===== config.mk =====
export PLATFORM = sky130hd
export DESIGN_NAME = biquad_mac_seq_flat
export DESIGN_NICKNAME = d
export VERILOG_FILES = /design/src/rtl/biquad_mac_seq_if.sv /design/src/rtl/biquad_mac_seq.sv /design/src/flat_wrapper.sv
export SDC_FILE = /design/constraint.sdc
export NUM_CORES = 1
export LEC_CHECK = 0
export CORE_AREA = 2 2 201 203
export CTS_BUF_LIST = sky130_fd_sc_hd__clkbuf_8
export CTS_CLUSTER_SIZE = 24
export DETAILED_ROUTE_END_ITERATION = 8
export DIE_AREA = 0 0 203 205
export HOLD_SLACK_MARGIN = 0.1
export PLACE_DENSITY = 0.54
export RECOVER_POWER = 50
export SYNTH_ARGS = -nofsm -noshare
export SYNTH_HDL_FRONTEND = slang
export SYNTH_SLANG_ARGS = --single-unit

===== constraint.sdc =====
create_clock -name clk -period 6.4 [get_ports clk]
set_clock_uncertainty 0.05 [all_clocks]
set_input_delay 0.96 -clock clk [delete_from_list [all_inputs] [get_ports clk]]
set_output_delay 0.96 -clock clk [all_outputs]
set_load 0.02 [all_outputs]

===== src/rtl/biquad_mac_seq_if.sv =====
// biquad_mac_seq_if: sample-in / sample-out stream between a producer and the biquad section.
interface biquad_mac_seq_if #(
    parameter int DATAWIDTH = 16
);
    logic signed [DATAWIDTH-1:0] x_in;
    logic                        x_valid;
    logic                        ready;
    logic signed [DATAWIDTH-1:0] y_out;
    logic                        y_valid;

    modport master (output x_in, x_valid, input ready, y_out, y_valid);
    modport slave  (input x_in, x_valid, output ready, y_out, y_valid);
endinterface


===== src/rtl/biquad_mac_seq.sv =====
// biquad_mac_seq: time-shared direct-form-I biquad, one sign-magnitude tap per cycle through an external multiplier.
module biquad_mac_seq #(
    parameter int DATAWIDTH = 16,
    parameter int COEFWIDTH = 16
) (
    input  logic                                 clk,
    input  logic                                 reset,
    biquad_mac_seq_if.slave                      s,
    input  logic signed [COEFWIDTH-1:0]          b0,
    input  logic signed [COEFWIDTH-1:0]          b1,
    input  logic signed [COEFWIDTH-1:0]          b2,
    input  logic signed [COEFWIDTH-1:0]          a1,
    input  logic signed [COEFWIDTH-1:0]          a2,
    output logic [COEFWIDTH-2:0]                 mult_a,
    output logic [DATAWIDTH+2:0]                 mult_b,
    input  logic [DATAWIDTH+COEFWIDTH+1:0]       mult_p,
    output logic                                 overflow
);
    localparam int DW = DATAWIDTH;
    localparam int CW = COEFWIDTH;
    localparam int AW = DATAWIDTH + COEFWIDTH + 2;
    localparam logic signed [AW-1:0] RND  = AW'(2 ** (CW - 3));
    localparam logic signed [AW-1:0] MAXV = AW'((2 ** (DW - 1)) - 1);
    localparam logic signed [AW-1:0] MINV = ~MAXV;
    localparam logic signed [DW-1:0] YMAX = {1'b0, {(DW-1){1'b1}}};
    localparam logic signed [DW-1:0] YMIN = {1'b1, {(DW-1){1'b0}}};
    localparam logic signed [CW-1:0] CMIN = {1'b1, {(CW-1){1'b0}}};

    typedef enum logic [1:0] {IDLE, MAC, OUT} state_t;

    state_t                 state;
    logic [2:0]             tap;
    logic signed [DW-1:0]   xr, x1, x2, y1, y2, y_q;
    logic signed [CW-1:0]   cb0, cb1, cb2, ca1, ca2;
    logic signed [AW-1:0]   acc;
    logic                   y_v;

    logic signed [CW-1:0]   coef;
    logic signed [DW-1:0]   data;
    logic [CW-1:0]          c_neg;
    logic [DW:0]            d_ext, d_neg;
    logic                   p_neg;
    logic signed [AW-1:0]   prod, rnd;
    logic signed [DW-1:0]   y_new;
    logic                   sat;

    always_comb begin
        coef  = tap == 3'd0 ? cb0 : tap == 3'd1 ? cb1 : tap == 3'd2 ? cb2 : tap == 3'd3 ? ca1 : ca2;
        data  = tap == 3'd0 ? xr  : tap == 3'd1 ? x1  : tap == 3'd2 ? x2  : tap == 3'd3 ? y1  : y2;
        c_neg = -coef;
        d_ext = {data[DW-1], data};
        d_neg = -d_ext;
        // The most negative coefficient has no positive twin in CW-1 bits, so it is clamped.
        mult_a = state != MAC ? '0 : coef == CMIN ? '1 : coef[CW-1] ? c_neg[CW-2:0] : coef[CW-2:0];
        mult_b = state != MAC ? '0 : {2'b00, data[DW-1] ? d_neg : d_ext};
        // Feedback taps are subtracted, folded into the product sign.
        p_neg = coef[CW-1] ^ data[DW-1] ^ (tap >= 3'd3);
        prod  = p_neg ? -$signed(mult_p) : $signed(mult_p);
        rnd   = (acc + RND) >>> (CW - 2);
        sat   = rnd > MAXV || rnd < MINV;
        y_new = rnd > MAXV ? YMAX : rnd < MINV ? YMIN : rnd[DW-1:0];
    end

    always_ff @(posedge clk or posedge reset) begin
        if (reset) begin
            state    <= IDLE;
            tap      <= '0;
            xr       <= '0;
            x1       <= '0;
            x2       <= '0;
            y1       <= '0;
            y2       <= '0;
            y_q      <= '0;
            cb0      <= '0;
            cb1      <= '0;
            cb2      <= '0;
            ca1      <= '0;
            ca2      <= '0;
            acc      <= '0;
            y_v      <= 1'b0;
            overflow <= 1'b0;
        end else begin
            y_v <= 1'b0;
            case (state)
                IDLE: if (s.x_valid) begin
                    xr    <= s.x_in;
                    cb0   <= b0;
                    cb1   <= b1;
                    cb2   <= b2;
                    ca1   <= a1;
                    ca2   <= a2;
                    acc   <= '0;
                    tap   <= '0;
                    state <= MAC;
                end
                MAC: begin
                    acc   <= acc + prod;
                    tap   <= tap + 3'd1;
                    state <= tap == 3'd4 ? OUT : MAC;
                end
                OUT: begin
                    y_q      <= y_new;
                    y_v      <= 1'b1;
                    overflow <= overflow | sat;
                    x2       <= x1;
                    x1       <= xr;
                    y2       <= y1;
                    y1       <= y_new;
                    state    <= IDLE;
                end
                default: state <= IDLE;
            endcase
        end
    end

    assign s.ready   = state == IDLE;
    assign s.y_out   = y_q;
    assign s.y_valid = y_v;
endmodule


===== src/flat_wrapper.sv =====
// flat-port wrapper written by rule: the top's interface ports become plain ports
module biquad_mac_seq_flat 
#(
    parameter int DATAWIDTH = 16,
    parameter int COEFWIDTH = 16
)
  (clk, reset, b0, b1, b2, a1, a2, mult_a, mult_b, mult_p, overflow, s_x_in, s_x_valid, s_ready, s_y_out, s_y_valid);
  biquad_mac_seq_if #(.DATAWIDTH(DATAWIDTH)) s_i ();
  input  logic clk;
  input  logic reset;
  input  logic signed [COEFWIDTH-1:0] b0;
  input  logic signed [COEFWIDTH-1:0] b1;
  input  logic signed [COEFWIDTH-1:0] b2;
  input  logic signed [COEFWIDTH-1:0] a1;
  input  logic signed [COEFWIDTH-1:0] a2;
  output logic [COEFWIDTH-2:0] mult_a;
  output logic [DATAWIDTH+2:0] mult_b;
  input  logic [DATAWIDTH+COEFWIDTH+1:0] mult_p;
  output logic overflow;
  input wire logic [$bits(s_i.x_in)-1:0] s_x_in;
  input wire logic [$bits(s_i.x_valid)-1:0] s_x_valid;
  output wire logic [$bits(s_i.ready)-1:0] s_ready;
  output wire logic [$bits(s_i.y_out)-1:0] s_y_out;
  output wire logic [$bits(s_i.y_valid)-1:0] s_y_valid;
  assign s_i.x_in = s_x_in;
  assign s_i.x_valid = s_x_valid;
  assign s_ready = s_i.ready;
  assign s_y_out = s_i.y_out;
  assign s_y_valid = s_i.y_valid;
  biquad_mac_seq #(.DATAWIDTH(DATAWIDTH), .COEFWIDTH(COEFWIDTH)) u_core (.clk(clk), .reset(reset), .s(s_i), .b0(b0), .b1(b1), .b2(b2), .a1(a1), .a2(a2), .mult_a(mult_a), .mult_b(mult_b), .mult_p(mult_p), .overflow(overflow));
endmodule

==> results.md <==
Run status:
- The flow ran to the end, but the final reports show violations.
- The final reports fail on capacitance limit, slew limit.

Final layout:
- 0 antenna diodes ended up in the layout.
- Summing all multi-input logic gate instances after layout gives 0.00733 mm2.
- The fill cell instance count of the final layout is roughly 4000.
- The library cell used most frequently in the layout, excluding fill and tap cells, is sky130_fd_sc_hd__nand2_1.
- After routing the design area is 0.0159 mm2.
- The register area is 0.00503 mm2.
- The top cell types in the final layout, fill and taps aside, are sky130_fd_sc_hd__nand2_1 (275), sky130_fd_sc_hd__dfrtp_1 (201), sky130_fd_sc_hd__clkdlybuf4s50_1 (180).
- The fraction of final layout cells sized beyond drive strength 1 is 0.141.
- The final layout contains 1739 nets.
- From synthesis to final layout, the design area changed by 23.6%.
- After the flow finishes, the layout carries non-filler instances totaling 2116.

Route:
- The DRC violation count after routing is 0.
- The detailed router finished its first iteration with about 790 violations.
- The final route contains between 10000 and 15000 vias.
- The first TritonRoute pass finished after 8 iterations.
- After detailed routing, the number of vias per cell comes to 5.10.
- The routed wire length is 37500 um.
- The detail route stage leaves a number of antenna-violating nets equal to 0.
- The wire length per cell after detailed routing is ~18 um.

Floorplan:
- The initial utilization of the core area, before any placement, comes to 0.327.
- The die covers 0.0416 mm2.
- The vertical extent of the die is between 200 and 250 um.
- In this run the count of I/O pins placed on the die edge is 186.
- Measured along the x axis, the die boundary spans 203 um.
- In this run the core area contains between 70 and 80 standard-cell rows.
- The placeable core region is between 0.03 and 0.04 mm2.

Critical path:
- The launching element type of the critical path is a flip-flop.
- The cell family contributing the most delay on the critical path is simple AND/OR/NAND/NOR gates.
- The nature of the critical path endpoint is an output pin.
- The number of buffers and inverters on the critical path is 4.
- The critical path's most frequent cell is sky130_fd_sc_hd__inv_1.
- The largest individual stage delay along the critical path comes from the cell sky130_fd_sc_hd__clkdlybuf4s50_1.
- The startpoint-to-endpoint class of the critical path is flip-flop to output pin.
- The peak per-stage delay on the critical path is ~690 ps.
- The biggest fanout along the worst timing path is 20.
- The required time at the endpoint of the critical path is 5390 ps.
- The critical path data arrival time is ~5000 ps.
- Walking the worst path, the cells encountered are inv_1, ha_1, nor2b_1, nor2_2, a22oi_1, inv_1, ha_1, inv_1, or4b_4, nor3_4, nand4b_4, nand4b_1, a21oi_1, a311oi_1, clkdlybuf4s50_1.

Place:
- The half-perimeter wire length after detailed placement is 27100 um.
- The count of placed standard cells including taps is roughly 2000.
- Input and output buffers added on the ports amount to around 180.
- The global placer's final weighted congestion is 0.859.
- After detailed placement, the total cell area comes to 0.0151 mm2.

Clock tree:
- Clock tree synthesis found a total of roughly 200 sinks.
- The insertion delay to the later sink of the worst-skew pair is 560 ps.
- The cell sitting at the root of the clock tree is a sky130_fd_sc_hd__clkbuf_8.
- The maximum level of the CTS H-tree is 2.
- The total setup buffers inserted after CTS is 0.
- The clock tree from TritonCTS is yes.
- The longest clock path from root to sink contains 3 buffers.
- Clock-pin slew was measured on the worst setup and hold paths at around 60 ps.
- The total CTS buffers is 39.

Timing:
- At the pin with the least slew margin, the transition time is 4210 ps.
- The clock period minus worst slack is 6010 ps.
- The number of hold-slack violations in the final timing report came to 0.
- The final setup TNS is 0 ps.
- Setup repair after global routing left no endpoint under its margin.
- The number of setup violations in the final report is 0.
- The worst pin sits at a relative slew slack of -1.81.
- The highest achievable clock rate is 166 MHz.
- The share of the cycle needed by the critical path after routing is 0.939.
- The total count of max-transition violations in the final report came to 313.

Logic synthesis:
- In this run the cell area of the synthesized design comes to 0.0129 mm2.
- A synthesized cell averages 9.12 um2.
- The post-synthesis instance total is 1411.
- Summed over all instances, the cell type with the most area after synthesis is sky130_fd_sc_hd__dfrtp_1.
- The register area share after synthesis is 0.391.
- The share of synthesized area in the top cell type comes to 0.391.
- The total of warnings raised by yosys is 0.
- In the synthesized netlist the async set-or-reset flop fraction comes to 1.00.
- The main flop type after synthesis is sky130_fd_sc_hd__dfrtp_1.
- The number of different library cells in the post-synthesis netlist is 80.
- Yosys mapped a number of flops with a built-in enable equal to 0.
- Sorting the synthesized cells by area gives the leading types as sky130_fd_sc_hd__dfrtp_1 (39%), sky130_fd_sc_hd__mux2_2 (8.8%), sky130_fd_sc_hd__nand2_1 (8.0%).
- The number of flip-flops and latches in the synthesized netlist is ~200.

Global route:
- Entering global routing, the biggest net connects ~120 pins.
- Across every metal layer, demand over resource in global routing totals 0.178.
- The number of antenna violations at the first check in global routing came to 1.
- The number of global-route vias before repair is 10500.
- The first global-routing pass estimated 58800 um of wire.
- Summed over all layers, the global routing overflow is 0.

Hold path:
- The type of the most critical hold path is flip-flop to flip-flop.

Flow run:
- Max-cap violations in this run came to 4.
==> final timing paths <==
kind                                      startpoint                    endpoint  slack, ps  depth (start not counted)
setup / recovery           u_core.tap[0]$_DFFE_PP0P_                   mult_a[9]        390                         15
max in group asynchronous                      reset   u_core.tap[0]$_DFFE_PP0P_       1670                          3
hold reg to reg            u_core.y2[15]$_DFFE_PP0P_   u_core.y2[15]$_DFFE_PP0P_        420                          2
setup reg to reg           u_core.tap[2]$_DFFE_PP0P_  u_core.acc[12]$_DFFE_PP0P_        930                         18
hold / removal             u_core.y2[15]$_DFFE_PP0P_   u_core.y2[15]$_DFFE_PP0P_        420                          2
min in group asynchronous                      reset  u_core.ca1[11]$_DFFE_PP0P_        960                          2
==> cells in the mapped netlist (5+ instances only) <==
cell / number
sky130_fd_sc_hd__a211o_1: 17
sky130_fd_sc_hd__a211oi_1: 9
sky130_fd_sc_hd__a21o_1: 23
sky130_fd_sc_hd__a21oi_1: 83
sky130_fd_sc_hd__a31o_2: 6
sky130_fd_sc_hd__a31oi_1: 22
sky130_fd_sc_hd__and2_1: 7
sky130_fd_sc_hd__and3_1: 5
sky130_fd_sc_hd__buf_2: 12
sky130_fd_sc_hd__buf_4: 9
sky130_fd_sc_hd__buf_6: 7
sky130_fd_sc_hd__clkbuf_1: 61
sky130_fd_sc_hd__dfrtp_1: 201
sky130_fd_sc_hd__ha_1: 42
sky130_fd_sc_hd__inv_1: 21
sky130_fd_sc_hd__mux2_2: 100
sky130_fd_sc_hd__mux2i_1: 32
sky130_fd_sc_hd__nand2_1: 275
sky130_fd_sc_hd__nand2b_1: 13
sky130_fd_sc_hd__nand3_1: 17
sky130_fd_sc_hd__nand4_1: 16
sky130_fd_sc_hd__nor2_1: 79
sky130_fd_sc_hd__nor2b_1: 11
sky130_fd_sc_hd__nor3_1: 20
sky130_fd_sc_hd__nor3b_1: 15
sky130_fd_sc_hd__o211ai_1: 7
sky130_fd_sc_hd__o21a_1: 7
sky130_fd_sc_hd__o21ai_0: 63
sky130_fd_sc_hd__o22ai_1: 28
sky130_fd_sc_hd__o31ai_1: 14
sky130_fd_sc_hd__or2_2: 5
sky130_fd_sc_hd__or3_1: 9
sky130_fd_sc_hd__xnor2_1: 51
sky130_fd_sc_hd__xor2_1: 41
==> what timing repair did <==
item                                    CTS  global route
endpoints found under the hold margin     0             0
resized for setup                         0             1
endpoints found under the setup margin    0             4
hold buffers                              0             0
==> cell type report <==
cell class,instances,share of cell area
Sequential cell,201,0.316
Tap cell,525,0.0413
Multi-Input combinational cell,1097,0.461
Clock buffer,54,0.0467
Clock inverter,15,0.00614
Timing Repair Buffer,202,0.123
Inverter,22,0.00527
==> state kept, by name (all words and copies together) (netlist names), 2 cells and up <==
signal and flops:
u_core.x1 16, u_core.cb0 16, u_core.state 2, u_core.x2 16
u_core.cb2 16, u_core.ca1 16, u_core.y2 16, u_core.acc 34
u_core.tap 3, u_core.cb1 16, u_core.ca2 16, u_core.y1 16
u_core.xr 16
==> cell families (layout without fill, tap and decap cells) <==
logic type | count (synthesis) | after routing | synth area share
multiplexers | 133 | 133 | 0.114
XOR/XNOR | 92 | 92 | 0.0626
other | 1 | 3 | 0.000292
buffers and inverters | 115 | 293 | 0.0414
AND/OR/NAND/NOR | 505 | 505 | 0.185
flip-flops | 201 | 201 | 0.391
adder cells (fa/ha/maj) | 43 | 43 | 0.0424
AO/OA/AOI/OAI | 321 | 321 | 0.163
==> worst reg2reg max path: stages, from the launching register on <==
cell and delay, ps:
sky130_fd_sc_hd__dfrtp_1 340, sky130_fd_sc_hd__buf_4 350, sky130_fd_sc_hd__nand2b_2 510, sky130_fd_sc_hd__buf_4 380, sky130_fd_sc_hd__mux2i_1 270, sky130_fd_sc_hd__o31a_1 300, sky130_fd_sc_hd__xnor2_1 160, sky130_fd_sc_hd__buf_4 260
sky130_fd_sc_hd__o21ai_0 200, sky130_fd_sc_hd__fa_1 470, sky130_fd_sc_hd__a21o_1 190, sky130_fd_sc_hd__a21o_1 200, sky130_fd_sc_hd__a31oi_1 290, sky130_fd_sc_hd__nor2_1 120, sky130_fd_sc_hd__a2111oi_0 570, sky130_fd_sc_hd__nor3_1 120
sky130_fd_sc_hd__a21oi_1 190, sky130_fd_sc_hd__xor2_1 160, sky130_fd_sc_hd__o22ai_1 90
==> stage by stage <==
step / utilization / setup WS, ps / hold WS (ps)
2_1_floorplan: - / 1100 / 392
5_1_grt: 0.404 / 34.6 / 442
6_report: 0.404 / 389 / 419
3_3_place_gp: 0.383 / 879 / 404
3_5_place_dp: 0.383 / 776 / 409
4_1_cts: 0.404 / 220 / 423
==> per-layer routing <==
layer	vias up	track usage	part of all wire
met5	-	0	0
met4	0	0.0532	0.024
met3	60	0.0283	0.046
met2	284	0.283	0.45
met1	5137	0.250	0.48
li1	5316	-	-
Power is left out: the tool's default activity adds up to more than one toggle a clock period on the data nets, which glitch-free logic cannot reach.
